[src/rtl/uart_fifo_tx.sv]
// UART transmit engine: pops bytes from the TX FIFO and serializes them (start, 8 data LSB first, stop).
// Optional parity bit compiled in with `define UART_TX_PARITY_EN (adds parameter PARITY_ODD).
module uart_fifo_tx #(
  parameter int unsigned CLKS_PER_BIT = 868,
  parameter int unsigned STOP_BITS    = 1
`ifdef UART_TX_PARITY_EN
  ,parameter bit         PARITY_ODD   = 1'b0
`endif
) (
  input  logic       clk,
  input  logic       rst_n,
  input  logic       en,
  input  logic       fifo_empty,
  input  logic [7:0] fifo_dout,
  output logic       fifo_pop,
  output logic       tx,
  output logic       busy,
  output logic       tx_done
);

  localparam int unsigned CW        = (CLKS_PER_BIT > 1) ? $clog2(CLKS_PER_BIT) : 1;
  localparam logic [CW-1:0] CNT_LAST = CW'(CLKS_PER_BIT - 1);
  localparam logic [CW-1:0] CNT_PRE  = CW'(CLKS_PER_BIT - 2);
  localparam logic          STOP_LAST = 1'(STOP_BITS - 1);

  typedef enum logic [2:0] {
    S_IDLE, S_POP, S_LOAD, S_START, S_DATA, S_PARITY, S_STOP
  } state_t;

  state_t        state_q;
  logic [CW-1:0] cnt_q;
  logic [2:0]    bit_q;
  logic [7:0]    shreg_q;
  logic          stop_q;
  logic          tx_q;
  logic          pop_q;
  logic          busy_q;
  logic          done_q;
`ifdef UART_TX_PARITY_EN
  logic          par_q;
`endif

  logic can_start;
  assign can_start = en && !fifo_empty;

  always_ff @(posedge clk or negedge rst_n) begin
    if (!rst_n) begin
      state_q <= S_IDLE;
      cnt_q   <= '0;
      bit_q   <= '0;
      shreg_q <= '0;
      stop_q  <= 1'b0;
      tx_q    <= 1'b1;
      pop_q   <= 1'b0;
      busy_q  <= 1'b0;
      done_q  <= 1'b0;
`ifdef UART_TX_PARITY_EN
      par_q   <= 1'b0;
`endif
    end else begin
      pop_q  <= 1'b0;
      done_q <= 1'b0;
      case (state_q)
        S_IDLE: begin
          tx_q   <= 1'b1;
          busy_q <= 1'b0;
          if (can_start) begin
            state_q <= S_POP;
            pop_q   <= 1'b1;
            busy_q  <= 1'b1;
          end
        end
        S_POP: state_q <= S_LOAD;
        S_LOAD: begin
          shreg_q <= fifo_dout;
`ifdef UART_TX_PARITY_EN
          par_q   <= PARITY_ODD ? ~^fifo_dout : ^fifo_dout;
`endif
          tx_q    <= 1'b0;
          cnt_q   <= '0;
          state_q <= S_START;
        end
        S_START: begin
          if (cnt_q == CNT_LAST) begin
            cnt_q   <= '0;
            tx_q    <= shreg_q[0];
            bit_q   <= '0;
            state_q <= S_DATA;
          end else begin
            cnt_q <= cnt_q + 1'b1;
          end
        end
        S_DATA: begin
          if (cnt_q == CNT_LAST) begin
            cnt_q <= '0;
            if (bit_q == 3'd7) begin
`ifdef UART_TX_PARITY_EN
              tx_q    <= par_q;
              state_q <= S_PARITY;
`else
              tx_q    <= 1'b1;
              stop_q  <= 1'b0;
              state_q <= S_STOP;
`endif
            end else begin
              // tx is registered, so it takes the next bit before the shift lands
              shreg_q <= {1'b0, shreg_q[7:1]};
              tx_q    <= shreg_q[1];
              bit_q   <= bit_q + 1'b1;
            end
          end else begin
            cnt_q <= cnt_q + 1'b1;
          end
        end
        S_PARITY: begin
          if (cnt_q == CNT_LAST) begin
            cnt_q   <= '0;
            tx_q    <= 1'b1;
            stop_q  <= 1'b0;
            state_q <= S_STOP;
          end else begin
            cnt_q <= cnt_q + 1'b1;
          end
        end
        S_STOP: begin
          if (cnt_q == CNT_LAST) begin
            cnt_q <= '0;
            if (stop_q == STOP_LAST) begin
              if (can_start) begin
                state_q <= S_POP;
                pop_q   <= 1'b1;
              end else begin
                state_q <= S_IDLE;
                busy_q  <= 1'b0;
              end
            end else begin
              stop_q <= stop_q + 1'b1;
            end
          end else begin
            cnt_q <= cnt_q + 1'b1;
            // registered pulse: raise one cycle early so it lands in the final clk
            if (stop_q == STOP_LAST && cnt_q == CNT_PRE) done_q <= 1'b1;
          end
        end
        default: state_q <= S_IDLE;
      endcase
    end
  end

  assign fifo_pop = pop_q;
  assign tx       = tx_q;
  assign busy     = busy_q;
  assign tx_done  = done_q;

endmodule
[config.mk]
export PLATFORM = sky130hd
export DESIGN_NAME = uart_fifo_tx
export DESIGN_NICKNAME = d
export VERILOG_FILES = /design/src/rtl/uart_fifo_tx.sv
export SDC_FILE = /design/constraint.sdc
export NUM_CORES = 1
export LEC_CHECK = 0
export BUFFER_PORTS_ARGS = -buffer_cell sky130_fd_sc_hd__buf_2
export CORE_MARGIN = 2
export CORE_UTILIZATION = 52
export CTS_CLUSTER_DIAMETER = 120
export DETAILED_ROUTE_END_ITERATION = 10
export PLACE_DENSITY = 0.8
export SYNTH_ARGS = -nofsm -noshare
export SYNTH_HDL_FRONTEND = slang
export SYNTH_SLANG_ARGS = --single-unit
[constraint.sdc]
create_clock -name clk -period 1.75 [get_ports clk]
set_input_delay 0 -clock clk [delete_from_list [all_inputs] [get_ports clk]]
set_output_delay 0 -clock clk [all_outputs]
set_load 0.005 [all_outputs]
==> out/metrics.cfg <==
[synthesis]
synth_edf_count = 0
syn_inst = 165
netlist-cell-type-count = 46
seq_area_frac_synth_pct = 42.86
postSynthAreaPerCell_um2 = 9.926
ys_async_sr_fraction_pct = 100.0
ys_warn_count = 0
netlist_area_um2 = 1638
synth_nets = 181
yosys_register_bits = 28
synth_top_area_cell = dfrtp_1
yosysTopAreaCellShare_pct = 41.25
synth_flop_cell = dfrtp_1
synth_area_leaders = dfrtp_1, mux2_2, a21oi_1, nand2_1, ha_1

[cells_and_area]
area_growth_pct = 27.50
final_common_cell = buf_4
layout-drive-gt1-share_pct = 39.32
diodes = 0
nNetsFinal = 223
layout_common_cells = buf_4, dfrtp_1, buf_2

[clocking]
cts_buffer_depth = 2
cts_max_level = 1
cts.sink_count = 28
cts_buffers = 3
root_buffer = clkbuf_4
cts_tree = yes
clkTransAtPathRegs_ns = 0.16
clkLatencyLatePin_ns = 0.34

[global_route]
gr-usage-met1_pct = 27.25
antenna_found_initial = 0
grt_max_degree = 29
grt_pass1_vias = 1314
globalRouteTotalUtil_pct = 21.19
gr-usage-met3_pct = 3.247
grt.met2_usage_pct = 36.49
grt_pass1_wl_um = 5851
top_usage_layer = met2
grt-ovfl-total = 0

[floorplanning]
row_count = 20
start_util_pct = 54.09
die-area_um2 = 3614
die_y_um = 60.12
die_width_um = 60.12
ios = 16
core_area_um2 = 3028

[timing]
finalMaxSlewViolations = 0
fin_hold_ws_ns = 0.01508
finalCritPeriodShare_pct = 99.20
slew_headroom_pct = 56.45
finalHoldViolCount = 0
worst_slack_ns = 0.01394
max_freq_ghz = 0.5760
grt_setup_unrepaired = true
worst_slew_pin_slew_ns = 0.6532
clock_skew_ns = 0.008491
min_period_ns = 1.736
setup_violations = 0

[worst_setup_path]
end_kind = flop
required_ns = 1.98
reg2reg_from = cnt_q[3]
path_class = reg2reg
cp_slowest_cell = dfrtp_1
critPathLaunch = cnt_q[3]
cp.arrival_ns = 1.97
path_buf_inv = 1
cp_cell_sequence = nor4b_4, nand3_4, a211oi_4, buf_6, mux2_4
cp-start-kind = flop
cp_top_family = simple AND/OR/NAND/NOR gates
max_stage_delay_ns = 0.44
critPathMaxFanout = 8

[drt]
drt_iter0_drc = 129
wl_um = 3782
drt-vias-per-instance = 5.736
routedWlPerCell_um = 15.13
drtPass1Iterations = 5
ant_nets = 0
num_vias = 1434
drc = 0

[power]
power.density_nw_per_um2 = 499.4
p_leak_nw = 0.9293
vdd_drop_max_mv = 0.3963
power_w = 0.001043

[placed_design]
gp_congestion = 0.9122
io_buffers = 15
dpl_worst_slack_ns = -0.04655
dp_hpwl_um = 2595

[run_status]
status = finished clean

[hold_path]
hold_class = in2reg
min_from = fifo_dout[2]

[job]
maxCapViolations = 0

state kept, by name (all words and copies together) (netlist names):
register,flops
state_q,3
busy,1
tx_done,1
shreg_q,8
bit_q,3
fifo_pop,1
tx,1
cnt_q,10
worst paths after layout:
| path | endpoint | cells after the start | slack (ns) |
|---|---|---|---|
| min in group asynchronous | busy | 2 | 0.20 |
| min reg2reg | shreg_q[3] | 1 | 0.53 |
| max in group asynchronous | bit_q[2] | 2 | 1.13 |
| max reg2reg | shreg_q[0] | 5 | 0.01 |
| min | shreg_q[2] | 3 | 0.02 |
| max | shreg_q[0] | 5 | 0.01 |
final cells by class:
type                       count  area, µm²
sequential                    28      701.9
inverter                       7      26.28
multi-input combinational    119      937.1
timing repair buffer          48      331.6
clock buffer                   4      36.28
tap                           44      55.05
fill                         235      939.7
worst register-to-register path, stage by stage, from the launching register on:
cell	delay, ns
dfrtp_1	0.44
nor4b_4	0.37
nand3_4	0.13
a211oi_4	0.21
buf_6	0.18
mux2_4	0.31
through the flow:
stage           TNS, ns  cells  utilization (%)  area [µm²]
2_1_floorplan   -0.5275    165                -        1638
3_3_place_gp          0    238            62.81        1902
3_5_place_dp    -0.2798    238            62.81        1902
4_1_cts        -0.04952    246            65.66        1988
5_1_grt         -0.5719    250            68.97        2088
6_report              0    250            68.97        2088
kinds of logic after synthesis:
logic type               count (synthesis)  share of synthesized area (%)
AND/OR/NAND/NOR                         54                          20.24
multiplexers                            15                          10.24
AO/OA/AOI/OAI                           46                          18.72
flip-flops                              28                          42.86
adder cells (fa/ha/maj)                  4                          3.056
buffers and inverters                   18                          4.889
routing by layer:
| metal | routed length (µm) | up-vias |
|---|---|---|
| met1 | 1611 | 698 |
| met3 | 151 | 2 |
| li1 | - | 694 |
| met4 | 19 | 0 |
| met5 | 0 | - |
| met2 | 2000 | 40 |
cell usage after synthesis, types with 2 or more instances:
master and count:
mux2_2 14, ha_1 4, nand2b_1 2, nor4_1 2, dfrtp_1 27, a41oi_1 2, buf_2 4, nor3b_1 2
a21oi_1 13, inv_1 7, o21ai_0 9, nand4_1 2, a21o_1 2, a31oi_1 7, and3_1 4, nor2_1 5
nand2_1 14, clkbuf_1 6, nand3b_1 2, nand3_1 7, o211ai_1 3, nor2b_1 3
power breakdown:
group / leakage (nW) / switching (W) / internal (W) / total, W
Combinational: 0.573 / 0.0000242 / 0.0000321 / 0.0000564
Sequential: 0.335 / 0.00000552 / 0.000657 / 0.000662
Clock: 0.0210 / 0.000197 / 0.000128 / 0.000324
Total: 0.929 / 0.000227 / 0.000816 / 0.00104
repair_timing:
action | 4_1_cts | 5_1_grt
hold buffers | 3 | 0
setup endpoints to repair | 10 | 17
buffers inserted | 1 | 3
pin swaps | 3 | 7
resized for setup | 4 | 16
hold endpoints to repair | 29 | 0
cloned | 0 | 1
No activity file was read; power rests on OpenSTA's default activity.
